--- src/rtl/ula_pkg.sv ---
// Shared definitions for the bit-serial ALU controller and its bench.
package ula_pkg;

   // Slice function codes, ordered {F0,F1}
   localparam logic [1:0] FN_AND  = 2'b00;
   localparam logic [1:0] FN_OR   = 2'b01;
   localparam logic [1:0] FN_NOTB = 2'b10;
   localparam logic [1:0] FN_SUM  = 2'b11;

   typedef enum logic [1:0] {
      ST_IDLE,
      ST_RUN,
      ST_DONE
   } state_t;

endpackage

--- src/rtl/ula_bit_counter.sv ---
// Bit-index counter: counts 0..WIDTH-1 and holds at the last index.
module ula_bit_counter #(
   parameter int WIDTH = 32,
   parameter int CNT_W = $clog2(WIDTH)
) (
   input  logic             clk,
   input  logic             rst,
   input  logic             clr,
   input  logic             en,
   output logic [CNT_W-1:0] idx,
   output logic             last
);

   logic [CNT_W-1:0] idx_q;

   assign idx  = idx_q;
   assign last = (idx_q == CNT_W'(WIDTH - 1));

   // Advance on enable; saturate at WIDTH-1 so the index never wraps
   always_ff @(posedge clk) begin
      if (rst || clr) begin
         idx_q <= '0;
      end else if (en && !last) begin
         idx_q <= idx_q + 1'b1;
      end
   end

endmodule

--- src/rtl/ula_serial_ctrl.sv ---
// Bit-serial driver for an external 1-bit ALU slice: feeds operand bits
// LSB-first, chains the carry through a register, assembles the result
// and produces N/Z/C flags.
module ula_serial_ctrl
   import ula_pkg::*;
#(
   parameter int WIDTH = 32,
   parameter int CNT_W = $clog2(WIDTH)
) (
   input  logic             clk,
   input  logic             rst,
   input  logic             start,
   input  logic [WIDTH-1:0] op_a,
   input  logic [WIDTH-1:0] op_b,
   input  logic             f0,
   input  logic             f1,
   input  logic             ena,
   input  logic             enb,
   input  logic             inva,
   input  logic             inc,
   output logic             busy,
   output logic             done,
   output logic [WIDTH-1:0] result,
   output logic             n_flag,
   output logic             z_flag,
   output logic             c_flag,
   output logic             s_f0,
   output logic             s_f1,
   output logic             s_ena,
   output logic             s_enb,
   output logic             s_inva,
   output logic             s_inc,
   output logic             s_a,
   output logic             s_b,
   input  logic             s_out,
   input  logic             s_cout
);

   state_t           state_q;
   logic [WIDTH-1:0] a_q, b_q, res_q, res_d;
   logic             f0_q, f1_q, ena_q, enb_q, inva_q;
   logic             carry_q;
   logic             busy_q, done_q, n_q, z_q, c_q;
   logic [CNT_W-1:0] idx;
   logic             last;
   logic             accept;

   assign accept = (state_q == ST_IDLE) && start;

   ula_bit_counter #(.WIDTH(WIDTH), .CNT_W(CNT_W)) u_cnt (
      .clk  (clk),
      .rst  (rst),
      .clr  (accept),
      .en   (state_q == ST_RUN),
      .idx  (idx),
      .last (last)
   );

   // Result with the current slice bit merged in at the active index
   always_comb begin
      res_d      = res_q;
      res_d[idx] = s_out;
   end

   // Control FSM; all status outputs are registered here
   always_ff @(posedge clk) begin
      if (rst) begin
         state_q <= ST_IDLE;
         a_q     <= '0;
         b_q     <= '0;
         f0_q    <= 1'b0;
         f1_q    <= 1'b0;
         ena_q   <= 1'b0;
         enb_q   <= 1'b0;
         inva_q  <= 1'b0;
         carry_q <= 1'b0;
         res_q   <= '0;
         busy_q  <= 1'b0;
         done_q  <= 1'b0;
         n_q     <= 1'b0;
         z_q     <= 1'b0;
         c_q     <= 1'b0;
      end else begin
         case (state_q)
            ST_IDLE: begin
               if (start) begin
                  a_q     <= op_a;
                  b_q     <= op_b;
                  f0_q    <= f0;
                  f1_q    <= f1;
                  ena_q   <= ena;
                  enb_q   <= enb;
                  inva_q  <= inva;
                  carry_q <= inc;
                  res_q   <= '0;
                  n_q     <= 1'b0;
                  z_q     <= 1'b0;
                  c_q     <= 1'b0;
                  busy_q  <= 1'b1;
                  state_q <= ST_RUN;
               end
            end
            ST_RUN: begin
               res_q   <= res_d;
               carry_q <= s_cout;
               if (last) begin
                  busy_q  <= 1'b0;
                  done_q  <= 1'b1;
                  n_q     <= res_d[WIDTH-1];
                  z_q     <= (res_d == '0);
                  c_q     <= s_cout;
                  state_q <= ST_DONE;
               end
            end
            ST_DONE: begin
               done_q  <= 1'b0;
               state_q <= ST_IDLE;
            end
            default: begin
               busy_q  <= 1'b0;
               done_q  <= 1'b0;
               state_q <= ST_IDLE;
            end
         endcase
      end
   end

   assign busy   = busy_q;
   assign done   = done_q;
   assign result = res_q;
   assign n_flag = n_q;
   assign z_flag = z_q;
   assign c_flag = c_q;

   // Slice controls are live only while running; zero otherwise
   assign s_f0   = busy_q & f0_q;
   assign s_f1   = busy_q & f1_q;
   assign s_ena  = busy_q & ena_q;
   assign s_enb  = busy_q & enb_q;
   assign s_inva = busy_q & inva_q;
   assign s_inc  = busy_q & carry_q;
   assign s_a    = busy_q & a_q[idx];
   assign s_b    = busy_q & b_q[idx];

endmodule
--- config.mk ---
export PLATFORM = sky130hd
export DESIGN_NAME = ula_serial_ctrl
export DESIGN_NICKNAME = d
export VERILOG_FILES = /design/src/rtl/ula_pkg.sv /design/src/rtl/ula_bit_counter.sv /design/src/rtl/ula_serial_ctrl.sv
export SDC_FILE = /design/constraint.sdc
export NUM_CORES = 1
export LEC_CHECK = 0
export BUFFER_PORTS_ARGS = -buffer_cell sky130_fd_sc_hd__buf_2
export CELL_PAD_IN_SITES_DETAIL_PLACEMENT = 0
export CELL_PAD_IN_SITES_GLOBAL_PLACEMENT = 1
export CORE_MARGIN = 3
export CORE_UTILIZATION = 43
export CTS_CLUSTER_DIAMETER = 60
export DETAILED_ROUTE_END_ITERATION = 8
export GPL_TIMING_DRIVEN = 1
export PLACE_DENSITY_LB_ADDON = 0.05
export SYNTH_ARGS = -nofsm -noshare
export SYNTH_HDL_FRONTEND = slang
export SYNTH_SLANG_ARGS = --single-unit
--- constraint.sdc ---
create_clock -name clk -period 7.37 [get_ports clk]
set_clock_uncertainty 0.1 [all_clocks]
set_input_delay 1.474 -clock clk [delete_from_list [all_inputs] [get_ports clk]]
set_output_delay 1.474 -clock clk [all_outputs]
set_load 0.02 [all_outputs]
==> impl_summary.txt <==
----------------------------------------------------
[Status]
  Result of the run ... finished, final reports clean

[Timing]
  Final Critical Period ... 4370 ps
  Post-route clock period utilization ... 0.593
  Actual transition at the worst max-transition pin ... 1080 ps
  Setup repair after global routing missed its margin ... false
  Summed negative setup slack over all endpoints ... 0 ps
  Fin. Hold Viols ... 0
  Number of max-slew violations in the final report ... 0
  Number of failing setup endpoints in the final timing report ... 0
  Rel. slew slack ... 0.283
  Final setup margin ... 3000 ps
  Timing-limited maximum frequency ... 229 MHz

[Hold path]
  Endpoint with the worst hold slack ... b_q[7]
  Instance count along the most critical hold path ... 2
  Startpoint of the lowest-slack hold path ... b_q[7]
  Hold Path Class ... flop to flop

[Flow run]
  Max-cap check violation count ... 0

[CTS]
  Clock transition at the registers of the reported paths ... 60 ps
  # resized after CTS ... 0
  CTS Root Cell ... sky130_fd_sc_hd__clkbuf_16
  CTS Buf Count ... 17
  Post-CTS setup buffers ... 0
  Number of buffers between clock root and the deepest sink ... 2
  Skew-Pair Late Insertion Delay ... 410 ps
  Cts-stage hold buffer count ... 0
  CTS tree ... built
  Max H-tree Level ... 4
  Number of sinks on the clock net ... 114

[Placement]
  Half-perimeter wire length after placement ... 9.67 mm
  Place WS ... 3390 ps
  Count of port buffers added during placement ... 119
  Final weighted congestion in routability-driven placement ... 0.839

[Critical path]
  Type of the worst setup path ... flop to output port
  End of the worst register-to-register path ... z_flag
  Worst Path Max Fanout ... 13
  Top delay family on crit path ... multiplexers
  Critical Path RT ... 5800 ps
  Reg-to-reg critical path startpoint ... u_cnt.idx[1]
  Critical path buffer and inverter count ... 2
  Worst path cell trace ... buf_4, mux4_2, mux4_2, mux2i_1, nor2b_1, buf_2
  Crit path top cell by count ... sky130_fd_sc_hd__mux4_2
  Reg-to-reg setup timing slack ... 4070 ps
  Data arrival at the endpoint of the critical path ... 2790 ps
  Worst Reg-to-Reg Cells ... 7
  Startpoint kind of the worst setup timing path ... flop
  Highest cell delay on the worst timing path ... 620 ps
  Worst-path cell with the longest stage delay ... sky130_fd_sc_hd__dfxtp_1
  Worst setup EP type ... output port

[Route]
  Number of remaining DRC errors ... 0
  DRC violation total after the first TritonRoute iteration ... 254
  Via count ... 4892
  Via-per-instance ratio ... 5.29
  Detailed-route wire length per cell ... 15.6 microns
  Detailed-routing iteration count for the pre-antenna-repair pass ... 4
  Total Routed Length ... 14.4 mm
  Post-route ant nets ... 0

[Global routing]
  Vias in the first global route ... 4807
  Pin count of the biggest net entering global routing ... 101
  Antenna violations before repair ... 0
  Overall global routing resource usage ... 0.212
  Total global routing overflow ... 0
  Global-route wire length before repair ... 23.9 mm

[Logic synthesis]
  Synthesized area divided by synthesized cell count ... 8.23 sq um
  Post-synthesis register bit count ... 114
  Seq/Total Area, Yosys ... 0.423
  Cells after synthesis ... 655
  Async S/R FF share, synth ... 0
  Synthesized Nets ... 737
  Post-synth design cell area ... 5390 sq um
  Most instantiated flip-flop cell in the synthesis netlist ... sky130_fd_sc_hd__dfxtp_1
  Distinct cell type count of the synthesized netlist ... 43
  Synth Warn # ... 0
  EDFF count, synth ... 0

[Die]
  Ports ... 120
  Overall die area ... 13900 sq um
  Floorplan die height ... 118 microns
  Placeable Area ... 12100 sq um
  Chip width ... 118 microns
  Effective utilization at floorplan ... 0.445
  Rows ... 40

[Final layout]
  Total of fill cells in the finished design ... 1207
  Number of antenna cells inserted ... 0
  Layout Utilization ... 0.551
  P&R area growth vs syn ... 23.9%
  Layout cell share with drive strength beyond 1 ... 0.241
  Final layout net count ... 825

[Power]
  Leakage power total ... 2.77 nW
  Share of total power in the clock network ... 0.531
  Worst vdd rail ir drop ... 0.000155 V
  Share of total power in combinational logic ... 0.081
  PwrDens ... 255 nW/um^2
  Pint ... 0.00130 W
  Proportion of power drawn by flip-flops and latches ... 0.388
  Fraction of power spent switching nets ... 0.234
  Net load switching power ... 0.000398 W

----------------------------------------------------
## power by group through the flow
stage / combinational [W] / sequential, W / clock [W]
6_report: 0.000138 / 0.000659 / 0.000904
5_1_grt: 0.000156 / 0.000663 / 0.000943
4_1_cts: 0.000140 / 0.000660 / 0.000918
3_5_place_dp: 0.000139 / 0.000673 / 0
3_3_place_gp: 0.000136 / 0.000674 / 0
2_1_floorplan: 0.0000971 / 0.000665 / 0
## metal layers
metal | up-vias | global-route usage | share of wire | routed length, microns
li1 | 2454 | - | - | -
met1 | 2289 | 0.262 | 0.43 | 6210
met2 | 129 | 0.356 | 0.50 | 7260
met3 | 20 | 0.0543 | 0.049 | 711
met4 | 0 | 0.0806 | 0.017 | 247
met5 | - | 0 | 0 | 0
## cell type report
cell class	instances	area [sq um]	area share
clock inverter	14	211	0.0317
inverter	3	11.3	0.00169
tap	168	210	0.0315
clock buffer	18	439	0.0658
timing repair buffer	126	651	0.0974
multi-input combinational	481	2870	0.430
sequential	114	2280	0.342
## metrics by stage
stage	cells	total power [W]	hold slack, ps	area [sq um]
CTS	924	0.00172	350	6680
global route	924	0.00176	369	6680
floorplan	655	0.000762	327	5390
finish	924	0.00170	349	6680
detailed placement	892	0.000812	343	6030
global placement	892	0.000810	341	6030
## sequential cells by signal, summed over array words and instances, names as in the netlist, 2 cells and up
| register | cells |
|---|---|
| a_q | 32 |
| b_q | 32 |
| u_cnt.idx | 5 |
| state_q | 2 |
| result | 32 |
## cells in the mapped netlist, types with 2 or more instances
cell type | number | share of area
sky130_fd_sc_hd__xor2_1 | 2 | 0.0032
sky130_fd_sc_hd__mux2i_1 | 26 | 0.048
sky130_fd_sc_hd__or4_1 | 2 | 0.0028
sky130_fd_sc_hd__nand3_1 | 14 | 0.013
sky130_fd_sc_hd__inv_1 | 3 | 0.0021
sky130_fd_sc_hd__nand4b_1 | 4 | 0.0065
sky130_fd_sc_hd__nand2b_1 | 5 | 0.0058
sky130_fd_sc_hd__nor3_1 | 6 | 0.0056
sky130_fd_sc_hd__nor4_1 | 2 | 0.0023
sky130_fd_sc_hd__clkbuf_1 | 41 | 0.029
sky130_fd_sc_hd__nor2b_1 | 6 | 0.0070
sky130_fd_sc_hd__nor4b_1 | 5 | 0.0081
sky130_fd_sc_hd__dfxtp_1 | 114 | 0.42
sky130_fd_sc_hd__nand2_1 | 161 | 0.11
sky130_fd_sc_hd__a21oi_1 | 93 | 0.086
sky130_fd_sc_hd__a31oi_1 | 21 | 0.024
sky130_fd_sc_hd__ha_1 | 7 | 0.016
sky130_fd_sc_hd__and2_1 | 7 | 0.0081
sky130_fd_sc_hd__nor3b_1 | 2 | 0.0028
sky130_fd_sc_hd__nor4bb_1 | 4 | 0.0074
sky130_fd_sc_hd__buf_1 | 6 | 0.0042
sky130_fd_sc_hd__mux4_2 | 18 | 0.075
sky130_fd_sc_hd__mux2_2 | 3 | 0.0063
sky130_fd_sc_hd__and3b_1 | 3 | 0.0049
sky130_fd_sc_hd__and3_1 | 3 | 0.0035
sky130_fd_sc_hd__buf_2 | 7 | 0.0065
sky130_fd_sc_hd__buf_4 | 3 | 0.0042
sky130_fd_sc_hd__nand4_1 | 11 | 0.013
sky130_fd_sc_hd__mux2_1 | 2 | 0.0042
sky130_fd_sc_hd__nor2_1 | 53 | 0.037
sky130_fd_sc_hd__o21ai_0 | 9 | 0.0084
## worst max-delay path by stage
stage | from | to | slack, ps | cells after the start
2_1_floorplan | u_cnt.idx[1] | s_b | 3730 | 7
6_report | u_cnt.idx[0] | s_a | 3000 | 6
3_5_place_dp | u_cnt.idx[0] | s_a | 3390 | 6
3_3_place_gp | u_cnt.idx[0] | s_a | 3450 | 6
4_1_cts | u_cnt.idx[0] | s_a | 2930 | 6
5_1_grt | u_cnt.idx[0] | s_a | 2810 | 6
## tightest hold or removal path: stages, from the launching register on
cell,delay [ps]
sky130_fd_sc_hd__dfxtp_1,300
sky130_fd_sc_hd__nand2_1,50
sky130_fd_sc_hd__a21oi_1,50
## cell usage in the layout, fill, tap and decap left out, types with 3 or more instances in the layout
cell and instances:
sky130_fd_sc_hd__nand2_1 160, sky130_fd_sc_hd__o21ai_0 9, sky130_fd_sc_hd__nand4b_1 4, sky130_fd_sc_hd__nand3_1 14, sky130_fd_sc_hd__nor4bb_1 4, sky130_fd_sc_hd__mux4_2 18, sky130_fd_sc_hd__a31oi_1 21, sky130_fd_sc_hd__ha_1 7
sky130_fd_sc_hd__clkbuf_16 17, sky130_fd_sc_hd__mux2i_1 26, sky130_fd_sc_hd__and2_1 6, sky130_fd_sc_hd__and3_1 3, sky130_fd_sc_hd__nor2_1 53, sky130_fd_sc_hd__mux2_2 3, sky130_fd_sc_hd__nor4b_1 5, sky130_fd_sc_hd__buf_4 8
sky130_fd_sc_hd__clkinv_2 4, sky130_fd_sc_hd__nand2b_1 5, sky130_fd_sc_hd__bufinv_16 5, sky130_fd_sc_hd__dfxtp_1 114, sky130_fd_sc_hd__inv_1 3, sky130_fd_sc_hd__nor2b_1 6, sky130_fd_sc_hd__clkinv_4 3, sky130_fd_sc_hd__and3b_1 3
sky130_fd_sc_hd__nand4_1 11, sky130_fd_sc_hd__a21oi_1 93, sky130_fd_sc_hd__buf_2 118, sky130_fd_sc_hd__nor3_1 6
## logic make-up (layout without fill, tap and decap cells)
group	count (synthesis)	in the layout	share of synthesized area
AND/OR/NAND/NOR	289	289	0.241
XOR/XNOR	3	3	0.00487
adder cells (fa/ha/maj)	7	7	0.0162
flip-flops	114	114	0.423
AO/OA/AOI/OAI	132	132	0.133
multiplexers	50	50	0.137
buffers and inverters	60	161	0.0455
Power figures use the tool's default switching activity.
